[src/rtl/lcdg_bus_seq_if.sv]
// Command/response handshake bundle between the display controller (master)
// and the lcdg_bus_seq LCD bus sequencer (slave).
interface lcdg_bus_seq_if #(
    parameter int DW = 8
) ();
    logic          cmd_valid;
    logic          cmd_ready;
    logic          cmd_di;
    logic          cmd_rd;
    logic [1:0]    cmd_cs;
    logic [DW-1:0] cmd_data;
    logic          rsp_valid;
    logic [DW-1:0] rsp_data;
    logic          busy;

    modport master (
        output cmd_valid, cmd_di, cmd_rd, cmd_cs, cmd_data,
        input  cmd_ready, rsp_valid, rsp_data, busy
    );

    modport slave (
        input  cmd_valid, cmd_di, cmd_rd, cmd_cs, cmd_data,
        output cmd_ready, rsp_valid, rsp_data, busy
    );
endinterface

[src/rtl/lcdg_bus_seq.sv]
// KS0108-class LCD bus sequencer: power-up LCD reset, then timed setup / EN pulse / hold bus cycles.
// Read cycles with data capture exist only when the LCDG_READ_EN macro is defined.
module lcdg_bus_seq #(
    parameter int DW      = 8,
    parameter int CNT_W   = 8,
    parameter int T_SETUP = 4,
    parameter int T_PW    = 12,
    parameter int T_HOLD  = 4,
    parameter int RST_CYC = 16
) (
    input  logic          clk,
    input  logic          rstn,
    lcdg_bus_seq_if.slave bus,
    output logic [DW-1:0] db_o,
    output logic          db_oe,
    input  logic [DW-1:0] db_i,
    output logic          dori_o,
    output logic          rw_o,
    output logic          en_o,
    output logic          cs1_o,
    output logic          cs2_o,
    output logic          rst_o
);
`ifdef LCDG_READ_EN
    localparam logic READ_EN = 1'b1;
`else
    localparam logic READ_EN = 1'b0;
`endif

    typedef enum logic [2:0] {
        ST_INIT  = 3'd0,
        ST_IDLE  = 3'd1,
        ST_SETUP = 3'd2,
        ST_PULSE = 3'd3,
        ST_HOLD  = 3'd4
    } state_t;

    localparam logic [CNT_W-1:0] CNT_ZERO = CNT_W'(0);
    localparam logic [CNT_W-1:0] CNT_ONE  = CNT_W'(1);
    localparam logic [CNT_W-1:0] LD_SETUP = CNT_W'(T_SETUP - 1);
    localparam logic [CNT_W-1:0] LD_PW    = CNT_W'(T_PW - 1);
    localparam logic [CNT_W-1:0] LD_HOLD  = CNT_W'(T_HOLD - 1);
    localparam logic [CNT_W-1:0] RST_LAST = CNT_W'(RST_CYC - 1);

    state_t          state_r, state_s;
    logic [CNT_W-1:0] cnt_r, cnt_s;
    logic [DW-1:0]   db_r, db_s;
    logic [DW-1:0]   rsp_data_r, rsp_data_s;
    logic [1:0]      cs_r, cs_s;
    logic            dori_r, dori_s;
    logic            rw_r, rw_s;
    logic            en_r, en_s;
    logic            oe_r, oe_s;
    logic            rst_r, rst_s;
    logic            ready_r, ready_s;
    logic            busy_r, busy_s;
    logic            rsp_valid_r, rsp_valid_s;
    logic            rd_s;
    logic            accept_s;
    logic            cnt_done_s;

    // With reads compiled out, cmd_rd is masked so every cycle becomes a write.
    assign rd_s       = bus.cmd_rd & READ_EN;
    assign accept_s   = bus.cmd_valid & ready_r;
    assign cnt_done_s = (cnt_r == CNT_ZERO);

    // Next-state, timing counter and next value of every registered pin/handshake output.
    always_comb begin
        state_s     = state_r;
        cnt_s       = cnt_r;
        db_s        = db_r;
        dori_s      = dori_r;
        rw_s        = rw_r;
        en_s        = en_r;
        oe_s        = oe_r;
        cs_s        = cs_r;
        rst_s       = rst_r;
        ready_s     = ready_r;
        busy_s      = busy_r;
        rsp_data_s  = rsp_data_r;
        rsp_valid_s = 1'b0;
        case (state_r)
            ST_INIT: begin
                // INIT counts up from the reset value of 0; bus states count down.
                rst_s   = 1'b0;
                ready_s = 1'b0;
                busy_s  = 1'b1;
                if (cnt_r == RST_LAST) begin
                    state_s = ST_IDLE;
                    cnt_s   = CNT_ZERO;
                    rst_s   = 1'b1;
                    ready_s = 1'b1;
                    busy_s  = 1'b0;
                end else begin
                    cnt_s = cnt_r + CNT_ONE;
                end
            end
            ST_IDLE: begin
                if (accept_s && (bus.cmd_cs != 2'b00)) begin
                    state_s = ST_SETUP;
                    cnt_s   = LD_SETUP;
                    db_s    = bus.cmd_data;
                    dori_s  = bus.cmd_di;
                    rw_s    = rd_s;
                    oe_s    = ~rd_s;
                    // Two chips must never drive the bus together on a read.
                    cs_s    = (rd_s && (bus.cmd_cs == 2'b11)) ? 2'b01 : bus.cmd_cs;
                    ready_s = 1'b0;
                    busy_s  = 1'b1;
                end else begin
                    ready_s = 1'b1;
                    busy_s  = 1'b0;
                end
            end
            ST_SETUP: begin
                if (cnt_done_s) begin
                    state_s = ST_PULSE;
                    cnt_s   = LD_PW;
                    en_s    = 1'b1;
                end else begin
                    cnt_s = cnt_r - CNT_ONE;
                end
            end
            ST_PULSE: begin
                if (cnt_done_s) begin
                    state_s = ST_HOLD;
                    cnt_s   = LD_HOLD;
                    en_s    = 1'b0;
                    if (rw_r) begin
                        rsp_data_s = db_i;
                    end else begin
                        rsp_data_s = rsp_data_r;
                    end
                end else begin
                    cnt_s = cnt_r - CNT_ONE;
                end
            end
            ST_HOLD: begin
                if (cnt_done_s) begin
                    state_s     = ST_IDLE;
                    cnt_s       = CNT_ZERO;
                    cs_s        = 2'b00;
                    rw_s        = 1'b0;
                    oe_s        = 1'b0;
                    ready_s     = 1'b1;
                    busy_s      = 1'b0;
                    rsp_valid_s = rw_r;
                end else begin
                    cnt_s = cnt_r - CNT_ONE;
                end
            end
            default: begin
                state_s = ST_INIT;
                cnt_s   = CNT_ZERO;
                en_s    = 1'b0;
                cs_s    = 2'b00;
                oe_s    = 1'b0;
                rw_s    = 1'b0;
                rst_s   = 1'b0;
                ready_s = 1'b0;
                busy_s  = 1'b1;
            end
        endcase
    end

    // State, counter and output registers; reset parks the LCD in reset with the bus released.
    always_ff @(posedge clk or negedge rstn) begin
        if (!rstn) begin
            state_r     <= ST_INIT;
            cnt_r       <= CNT_ZERO;
            db_r        <= {DW{1'b0}};
            dori_r      <= 1'b0;
            rw_r        <= 1'b0;
            en_r        <= 1'b0;
            oe_r        <= 1'b0;
            cs_r        <= 2'b00;
            rst_r       <= 1'b0;
            ready_r     <= 1'b0;
            busy_r      <= 1'b0;
            rsp_data_r  <= {DW{1'b0}};
            rsp_valid_r <= 1'b0;
        end else begin
            state_r     <= state_s;
            cnt_r       <= cnt_s;
            db_r        <= db_s;
            dori_r      <= dori_s;
            rw_r        <= rw_s;
            en_r        <= en_s;
            oe_r        <= oe_s;
            cs_r        <= cs_s;
            rst_r       <= rst_s;
            ready_r     <= ready_s;
            busy_r      <= busy_s;
            rsp_data_r  <= rsp_data_s;
            rsp_valid_r <= rsp_valid_s;
        end
    end

    assign db_o          = db_r;
    assign db_oe         = oe_r;
    assign dori_o        = dori_r;
    assign rw_o          = rw_r;
    assign en_o          = en_r;
    assign cs1_o         = cs_r[0];
    assign cs2_o         = cs_r[1];
    assign rst_o         = rst_r;
    assign bus.cmd_ready = ready_r;
    assign bus.busy      = busy_r;
    assign bus.rsp_valid = rsp_valid_r;
    assign bus.rsp_data  = rsp_data_r;
endmodule

[src/flat_wrapper.sv]
// flat-port wrapper written by rule: the top's interface ports become plain ports
module lcdg_bus_seq_flat 
#(
    parameter int DW      = 8,
    parameter int CNT_W   = 8,
    parameter int T_SETUP = 4,
    parameter int T_PW    = 12,
    parameter int T_HOLD  = 4,
    parameter int RST_CYC = 16
)
  (clk, rstn, db_o, db_oe, db_i, dori_o, rw_o, en_o, cs1_o, cs2_o, rst_o, bus_cmd_valid, bus_cmd_di, bus_cmd_rd, bus_cmd_cs, bus_cmd_data, bus_cmd_ready, bus_rsp_valid, bus_rsp_data, bus_busy);
  lcdg_bus_seq_if #(.DW(DW)) bus_i ();
  input  logic clk;
  input  logic rstn;
  output logic [DW-1:0] db_o;
  output logic db_oe;
  input  logic [DW-1:0] db_i;
  output logic dori_o;
  output logic rw_o;
  output logic en_o;
  output logic cs1_o;
  output logic cs2_o;
  output logic rst_o;
  input wire logic [$bits(bus_i.cmd_valid)-1:0] bus_cmd_valid;
  input wire logic [$bits(bus_i.cmd_di)-1:0] bus_cmd_di;
  input wire logic [$bits(bus_i.cmd_rd)-1:0] bus_cmd_rd;
  input wire logic [$bits(bus_i.cmd_cs)-1:0] bus_cmd_cs;
  input wire logic [$bits(bus_i.cmd_data)-1:0] bus_cmd_data;
  output wire logic [$bits(bus_i.cmd_ready)-1:0] bus_cmd_ready;
  output wire logic [$bits(bus_i.rsp_valid)-1:0] bus_rsp_valid;
  output wire logic [$bits(bus_i.rsp_data)-1:0] bus_rsp_data;
  output wire logic [$bits(bus_i.busy)-1:0] bus_busy;
  assign bus_i.cmd_valid = bus_cmd_valid;
  assign bus_i.cmd_di = bus_cmd_di;
  assign bus_i.cmd_rd = bus_cmd_rd;
  assign bus_i.cmd_cs = bus_cmd_cs;
  assign bus_i.cmd_data = bus_cmd_data;
  assign bus_cmd_ready = bus_i.cmd_ready;
  assign bus_rsp_valid = bus_i.rsp_valid;
  assign bus_rsp_data = bus_i.rsp_data;
  assign bus_busy = bus_i.busy;
  lcdg_bus_seq #(.DW(DW), .CNT_W(CNT_W), .T_SETUP(T_SETUP), .T_PW(T_PW), .T_HOLD(T_HOLD), .RST_CYC(RST_CYC)) u_core (.clk(clk), .rstn(rstn), .bus(bus_i), .db_o(db_o), .db_oe(db_oe), .db_i(db_i), .dori_o(dori_o), .rw_o(rw_o), .en_o(en_o), .cs1_o(cs1_o), .cs2_o(cs2_o), .rst_o(rst_o));
endmodule
[config.mk]
export PLATFORM = sky130hd
export DESIGN_NAME = lcdg_bus_seq_flat
export DESIGN_NICKNAME = d
export VERILOG_FILES = /design/src/rtl/lcdg_bus_seq_if.sv /design/src/rtl/lcdg_bus_seq.sv /design/src/flat_wrapper.sv
export SDC_FILE = /design/constraint.sdc
export NUM_CORES = 1
export LEC_CHECK = 0
export CAP_MARGIN = 20
export CORE_UTILIZATION = 51
export CTS_CLUSTER_SIZE = 10
export DETAILED_ROUTE_END_ITERATION = 10
export PLACE_DENSITY = 0.92
export SETUP_SLACK_MARGIN = 0.1
export SYNTH_ARGS = -nofsm -noshare
export SYNTH_HDL_FRONTEND = slang
export SYNTH_SLANG_ARGS = --single-unit
[constraint.sdc]
create_clock -name clk -period 4.3 [get_ports clk]
set_clock_uncertainty 0.15 [all_clocks]
set_input_delay 0.86 -clock clk [delete_from_list [all_inputs] [get_ports clk]]
set_output_delay 0.86 -clock clk [all_outputs]
set_load 0.02 [all_outputs]
==> impl_metrics.json, run 1 <==
{
  "setup_viol": 0,
  "holdWs_ns": 0.3675,
  "hold_violations": 0,
  "cts_tree": "built",
  "ys_types": 54,
  "grt_max_degree": 28,
  "yosysMostFrequentCell": "dfrtp_1",
  "cts.repair.resized": 0,
  "dpl_worst_slack_ns": 1.668,
  "cp_num_buf_inv": 1,
  "worstPathArrival_ns": 1.40,
  "numCtsBuffers": 3,
  "slew_headroom_pct": 60.24,
  "min_path_type": "flop to flop",
  "min_period_ns": 2.405,
  "setup-tns-final_ns": 0,
  "io_buffers": 29,
  "cts_root_buf": "clkbuf_4",
  "synth_edf_count": 0,
  "power_w": 0.001436,
  "path_class": "flop to primary output",
  "yosys_warnings": 0,
  "hold_buffers": 0,
  "drive_above_1_share_pct": 14.58,
  "grt_pass1_wl_mm": 6.072,
  "ys_seq_elements": 27,
  "die_w_um": 59.53,
  "syn2layout_area_growth_pct": 17.05,
  "yosysSeqAreaShare_pct": 40.03,
  "drc": 0,
  "cpMaxStageDelayCell": "clkdlybuf4s50_1",
  "end_kind": "primary output",
  "fillCellCount": 254,
  "clk_latency_ns": 0.34,
  "viasPerCell": 5.894,
  "worst_setup_path_start_kind": "flop",
  "yosys-top-cells-count": "27 x dfrtp_1, 11 x buf_4, 9 x mux2_2",
  "clock_sinks": 27,
  "clkTransAtPathRegs_ns": 0.15,
  "ant_nets": 0,
  "syn_area_per_cell_um2": 9.987,
  "power_density_mw_per_mm2": 727.0,
  "maxCapViolCount": 0,
  "cp_top_family": "buffers and inverters",
  "status": "finished, final reports clean",
  "grt_use_total_pct": 22.90,
  "rsz0062_at_grt": "no",
  "vias": 1391,
  "gp_congestion": 0.8564,
  "ys.flop_type": "dfrtp_1",
  "htreeDepth": 1,
  "firstDrtPassIters": 4,
  "async_reset_ff_share_pct": 100.0,
  "diodes": 0,
  "wl_per_cell_um": 15.25,
  "dp_hpwl_mm": 2.641,
  "antenna_found_initial": 0,
  "synth.area.top_cells": "dfrtp_1 40%, mux2_2 6.0%, buf_4 4.9%",
  "route.final.wire_length_mm": 3.598,
  "die_h_um": 59.53,
  "tightest_slew_ns": 0.5951,
  "nNetsFinal": 219,
  "rows": 20,
  "grt.overflow.total": 0,
  "timing.fmax_mhz": 415.8,
  "clock_path_buffers": 2,
  "yosysTopAreaCell": "dfrtp_1",
  "cp_max_fo": 4,
  "drt_iter0_drc": 60,
  "worstPathRequired_ns": 3.29,
  "finalCritPeriodShare_pct": 55.93,
  "finish.utilization_pct": 63.67,
  "finalWorstSetupSlack_ns": 1.895,
  "ir_drop_mv": 0.3483,
  "dieArea_mm2": 0.003544,
  "synth_top_area_share_pct": 40.03,
  "ios": 49,
  "final_max_slew_viol_count": 0,
  "cts_setup_buffers": 0,
  "start_util_pct": 54.40,
  "grt_pass1_vias": 1294,
  "cpPeakStageDelay_ns": 0.63,
  "syn_inst": 169,
  "leakage_nw": 0.8174,
  "path_cells": "clkdlybuf4s50_1",
  "mappedNetlistArea_mm2": 0.001688,
  "coreArea_mm2": 0.003103
}
[routing by layer]
layer  track usage, %  wire [µm]  vias up
li1                 -          -      665
met1            30.13       1541      677
met2            37.72       1857       44
met3            3.930        140        5
met4            8.638         59        0
met5                0          0        -
[layout make-up]
cell class	instances	area (µm²)	share of cell area (%)
Tap cell	44	55.05	2.787
Clock inverter	1	7.507	0.3800
Clock buffer	3	22.52	1.140
Timing Repair Buffer	32	312.8	15.83
Multi-Input combinational cell	126	890.9	45.09
Inverter	3	11.26	0.5700
Sequential cell	27	675.6	34.20
[worst paths after layout]
kind	from	end	slack, ns	cells past startpoint
min in group asynchronous	rstn	u_core.rst_o	0.71	2
hold reg to reg	u_core.db_oe	u_core.db_oe	0.37	1
setup / recovery	u_core.bus.cmd_ready	bus_cmd_ready	1.89	1
setup reg to reg	u_core.cnt_r[0]	u_core.state_r[0]	1.97	6
max in group asynchronous	rstn	u_core.bus.cmd_ready	3.04	2
hold / removal	u_core.db_oe	u_core.db_oe	0.37	1
[sequential cells by signal (all words and copies together), names as in the netlist]
signal and flops:
u_core.cs_r 2, u_core.rst_o 1, u_core.en_o 1, u_core.state_r 3, u_core.bus.busy 1, u_core.db_o 8, u_core.db_oe 1, u_core.cnt_r 8
u_core.dori_o 1, u_core.bus.cmd_ready 1
[cell usage in the layout, fill, tap and decap left out, types with 2 or more instances in the layout]
master            n
ha_1              3
clkbuf_4          3
or2_2             2
a21oi_1           7
o211ai_1          2
nand2b_1          6
nor3_1            4
inv_1             3
a31oi_1           5
o21ai_0           5
and3_1            4
dfrtp_1          27
a22o_1            3
o22ai_1           3
a211oi_1          2
nand3_1           6
o21ai_1           3
a21o_1            2
nor2_1            8
a41oi_1           4
or3b_1            2
nand2_1           6
a221oi_1          4
conb_1           10
clkdlybuf4s50_1  29
or4_1             2
buf_4             3
mux2_2            9
[power by group]
group	switching, W	internal (W)	leakage, nW	total (W)
clock network	0.0000796	0.0000358	0.0139	0.000115
logic	0.000406	0.000384	0.470	0.000790
registers	0.000164	0.000367	0.333	0.000531
total	0.000649	0.000787	0.817	0.00144
[per-stage QoR]
step,instances,cell area (µm²)
floorplan,178,1722
global placement,232,1946
detailed placement,232,1946
CTS,236,1976
global route,236,1976
finish,236,1976
[logic make-up (layout without fill, tap and decap cells)]
logic type | Yosys count | after routing | share of synthesized area, %
buf+inv | 25 | 39 | 9.191
xor+xnor | 1 | 1 | 0.5190
other cells | 1 | 10 | 0.2222
fa+ha+maj | 4 | 4 | 2.891
mux | 10 | 10 | 6.598
flops | 27 | 27 | 40.03
compound gates | 49 | 49 | 21.57
simple gates | 52 | 52 | 18.98
No activity file was read; power rests on OpenSTA's default activity.
==> inputs of run 2 (changes only) <==
- CORE_UTILIZATION: 51 -> 47
- PLACE_DENSITY: 0.92 -> 0.86
- clock period: 4.3 -> 2.4 ns (I/O delays scaled with it)
==> run 2 against run 1 <==
Combinational power up 94%; critical path depth up 5; largest cell class unchanged; clock power up 87%.
==> impl_metrics.json, run 2 (synthesized netlist as in run 1, its figures left out) <==
{
  "cts_root_buf": "clkbuf_4",
  "cp_max_fo": 8,
  "finalCritPeriodShare_pct": 92.00,
  "nNetsFinal": 226,
  "ios": 49,
  "multi_input_area_um2": 890.9,
  "layout.cells.non_filler": 245,
  "diodes": 0,
  "viasPerCell": 5.886,
  "io_buffers": 29,
  "power_density_mw_per_mm2": 1308,
  "dpl_worst_slack_ns": 0.1569,
  "rows": 21,
  "numCtsBuffers": 3,
  "mostFrequentLayoutCell": "clkdlybuf4s50_1",
  "setup-tns-final_ns": 0,
  "die_w_um": 61.93,
  "grt_max_degree": 28,
  "antenna_found_initial": 0,
  "final_cell_mix": "29 x clkdlybuf4s50_1, 27 x dfrtp_1, 10 x conb_1, 10 x buf_4, 9 x mux2_2",
  "timing.fmax_mhz": 452.9,
  "min_period_ns": 2.208,
  "final_max_slew_viol_count": 0,
  "end_kind": "flop",
  "start_util_pct": 49.80,
  "regArea_um2": 675.6,
  "dpl.cell_count": 241,
  "rsz0062_at_grt": "no",
  "grt.overflow.total": 0,
  "grt_use_total_pct": 20.79,
  "drt_iter0_drc": 66,
  "vias": 1442,
  "setup_viol": 0,
  "cts_setup_buffers": 0,
  "cts_tree": "built",
  "status": "finished, final reports clean",
  "cts.repair.resized": 0,
  "clk_latency_ns": 0.34,
  "ir_drop_mv": 0.5274,
  "leakage_nw": 0.8523,
  "drc": 0,
  "hold_violations": 0,
  "holdWs_ns": 0.3324,
  "worstPathArrival_ns": 2.29,
  "worstPathRequired_ns": 2.48,
  "drive_above_1_share_pct": 17.59,
  "ant_nets": 0,
  "clkTransAtPathRegs_ns": 0.16,
  "hold_buffers": 0,
  "wl_per_cell_um": 15.56,
  "path_class": "flop to flop",
  "gp_congestion": 0.8874,
  "syn2layout_area_growth_pct": 20.31,
  "firstDrtPassIters": 4,
  "dp_hpwl_mm": 2.819,
  "worst_setup_path_start_kind": "flop",
  "clock_path_buffers": 2,
  "grt_pass1_wl_mm": 5.823,
  "clock_sinks": 27,
  "finalWorstSetupSlack_ns": 0.1921,
  "grt_pass1_vias": 1237,
  "fillCellCount": 280,
  "htreeDepth": 1,
  "coreArea_mm2": 0.003390,
  "die_h_um": 61.93,
  "route.final.wire_length_mm": 3.813,
  "dieArea_mm2": 0.003835,
  "min_path_type": "input port to asynchronous set/reset pin",
  "maxCapViolCount": 0
}
run 2: cell count changes in the layout (fill, tap and decap cells not counted), sizes merged:
| cell | delta |
|---|---|
| buf | +7 |
run 2: critical path: stages, from the launching register on:
cell	delay [ns]
dfrtp_1	0.51
inv_1	0.13
ha_1	0.16
or3b_2	0.50
nor2_4	0.17
nor3_1	0.07
or4_1	0.42
run 2: final timing paths:
path / from / to / slack, ns / cells past startpoint
max: u_core.cnt_r[0] / u_core.cnt_r[3] / 0.19 / 6
min: rstn / u_core.db_o[6] / 0.33 / 2
max reg2reg: u_core.cnt_r[0] / u_core.cnt_r[3] / 0.19 / 6
min reg2reg: u_core.db_oe / u_core.db_oe / 0.35 / 1
max in group asynchronous: rstn / u_core.cs_r[0] / 1.52 / 2
min in group clk: u_core.db_oe / u_core.db_oe / 0.35 / 1
run 2: where the power goes:
part | internal (W) | switching, W
combinational | 0.000742 | 0.000786
sequential | 0.000659 | 0.000254
clock | 0.0000641 | 0.000151
total | 0.00147 | 0.00119
run 2: stage by stage:
| step | utilization, % | total power (W) | cell area (µm²) |
|---|---|---|---|
| 2_1_floorplan | - | 0.001929 | 1722 |
| 3_3_place_gp | 59.03 | 0.002379 | 2001 |
| 3_5_place_dp | 59.03 | 0.002434 | 2001 |
| 4_1_cts | 59.91 | 0.002644 | 2031 |
| 5_1_grt | 59.91 | 0.002842 | 2031 |
| 6_report | 59.91 | 0.002656 | 2031 |
run 2: routing by layer:
| layer | vias up | part of all wire (%) | track usage, % |
|---|---|---|---|
| met2 | 54 | 49 | 31.95 |
| met1 | 696 | 43 | 29.31 |
| li1 | 677 | - | - |
| met5 | - | 0 | 0 |
| met4 | 0 | 3.4 | 10.79 |
| met3 | 15 | 4.0 | 1.656 |
run 2: layout make-up:
cell class	count	area share (%)
clock buffer	3	1.109
clock inverter	1	0.3697
inverter	3	0.5545
multi-input combinational	126	43.87
sequential	27	33.27
tap	46	2.834
timing repair buffer	39	17.99
==> patch: new RTL, config.mk and constraints of run 1 <==
The localparam `READ_EN` goes from 1'b0 to 1'b1.
--- a/src/rtl/lcdg_bus_seq.sv
+++ b/src/rtl/lcdg_bus_seq.sv
@@ -24,7 +24,7 @@
 `ifdef LCDG_READ_EN
     localparam logic READ_EN = 1'b1;
 `else
-    localparam logic READ_EN = 1'b0;
+    localparam logic READ_EN = 1'b1;
 `endif
 
     typedef enum logic [2:0] {
Check against the original RTL: same outputs for any inputs over 10 cycles, from zero or initial values and one cycle with rstn low; that may be too few to reach the edited logic, so the function may still have changed.
==> patch against run 1 <==
Register-to-register slack got worse by 120 ps. Sequential share of layout area rose by 2.3 points. Routed wire length rose by 24%. Die area rose by 14%. Sequential cell count rose by 10. Area after synthesis rose by 15%. Via count rose by 25%. Setup slack got worse by 46 ps. Cell area rose by 28%. Critical path depth rose by 3.
Power is not compared: it rests on default switching activity, and its combinational part moved more than twofold at a synthesized area within 25%.
==> patch: results (changes against run 1) <==
Place
  – Port Buf Inserts: 48 (was 29)
  – Placer congestion estimate: 0.893 (was 0.856)
  – Half-perimeter wire length after placement: 3140 um (was 2640 um)
  – Cell area reported after detailed placement: 2430 um^2 (was 1950 um^2)

Cells and area
  – Growth of design area from synthesis to finish: 31.0% (was 17.0%)
  – Fraction of final layout cells sized beyond drive strength 1: 0.102 (was 0.146)
  – Number of nets at the end of the flow: 272 (was 219)
  – Layout fillers: 293 (was 254)
  – Cell Count, Final, Fillers Out: 294 (was 236)

Worst hold path
  – Startpoint of the lowest-slack hold path: u_core.db_o[2]$_DFFE_PN0P_ (was u_core.db_oe$_DFFE_PN0P_)
  – Terminating pin of the worst hold path: u_core.db_o[2]$_DFFE_PN0P_ (was u_core.db_oe$_DFFE_PN0P_)
  – Hold Path Stages: 2 (was 1)

Worst setup path
  – Critical Path Source: u_core.state_r[2]$_DFFE_PN0P_ (was u_core.bus.cmd_ready$_DFFE_PN0P_)
  – Cell type group with the largest total delay on the critical path: compound AO/OA/AOI/OAI gates (was buffers and inverters)
  – Data arrival time of the critical path: 2500 ps (was 1400 ps)
  – Worst setup slack for register-to-register paths: 1850 ps (was 1970 ps)
  – Depth of the worst register-to-register path: 4 (was 6)
  – Top fanout value on the critical path: 17 (was 4)
  – Worst-path cell with the longest stage delay: a22oi_1 (was clkdlybuf4s50_1)

STA
  – Worst hold slack across all endpoints: 331 ps (was 368 ps)
  – Crit share post-route: 0.570 (was 0.559)
  – Slew at the pin closest to its max-slew limit: 900 ps (was 595 ps)

GRT
  – Aggregate global-route resource usage: 0.243 (was 0.229)
  – Global-route wire length before repair: 7540 um (was 6070 um)
  – Maximum number of pins on one net before global-route repair: 38 (was 28)

Clocking
  – Clk slew on worst S/H paths: 70 ps (was 150 ps)
  – Clock root cell: clkbuf_8 (was clkbuf_4)
  – CTS buffer count: 5 (was 3)

Yosys
  – Area contributors post-synth: dfrtp_1 48%, nand2_1 7.6%, mux2_2 4.6% (was dfrtp_1 40%, mux2_2 6.0%, buf_4 4.9%)
  – Syn Inst Count: 200 (was 169)
  – List of most frequent post-synthesis cells: 39 x nand2_1, 37 x dfrtp_1, 10 x a21oi_1 (was 27 x dfrtp_1, 11 x buf_4, 9 x mux2_2)

Drt
  – Total number of vias: 1735 (was 1391)
  – Number of design-rule violations left by the first detailed-router iteration: 195 (was 60)
  – Wire length reported by the detailed router: 4460 um (was 3600 um)

Run status
  – Result of the run: completed (unchanged)

Die
  – Die width: 63.6 um (was 59.5 um)
==> patch: area by class of cell <==
cell class,count,share of cell area
clock buffer,5,0.0271
clock inverter,2,0.0138
inverter,8,0.0118
multi-input combinational,146,0.372
sequential,37,0.365
tap,48,0.0237
timing repair buffer,48,0.187
==> patch: cells by family (layout without fill, tap and decap cells) <==
| group | after synthesis | in the layout | share of synthesized area |
|---|---|---|---|
| simple gates | 85 | 85 | 0.232 |
| compound gates | 49 | 49 | 0.184 |
| flops | 37 | 37 | 0.478 |
| buf+inv | 17 | 63 | 0.0355 |
| mux | 9 | 9 | 0.0516 |
| fa+ha+maj | 3 | 3 | 0.0194 |
==> patch: per-layer routing <==
| layer | wire length [um] | vias to the layer above | GRT usage |
|---|---|---|---|
| li1 | - | 816 | - |
| met1 | 1870 | 832 | 0.308 |
| met2 | 2190 | 80 | 0.395 |
| met3 | 344 | 7 | 0.0761 |
| met4 | 55 | 0 | 0.0682 |
| met5 | 0 | - | 0 |
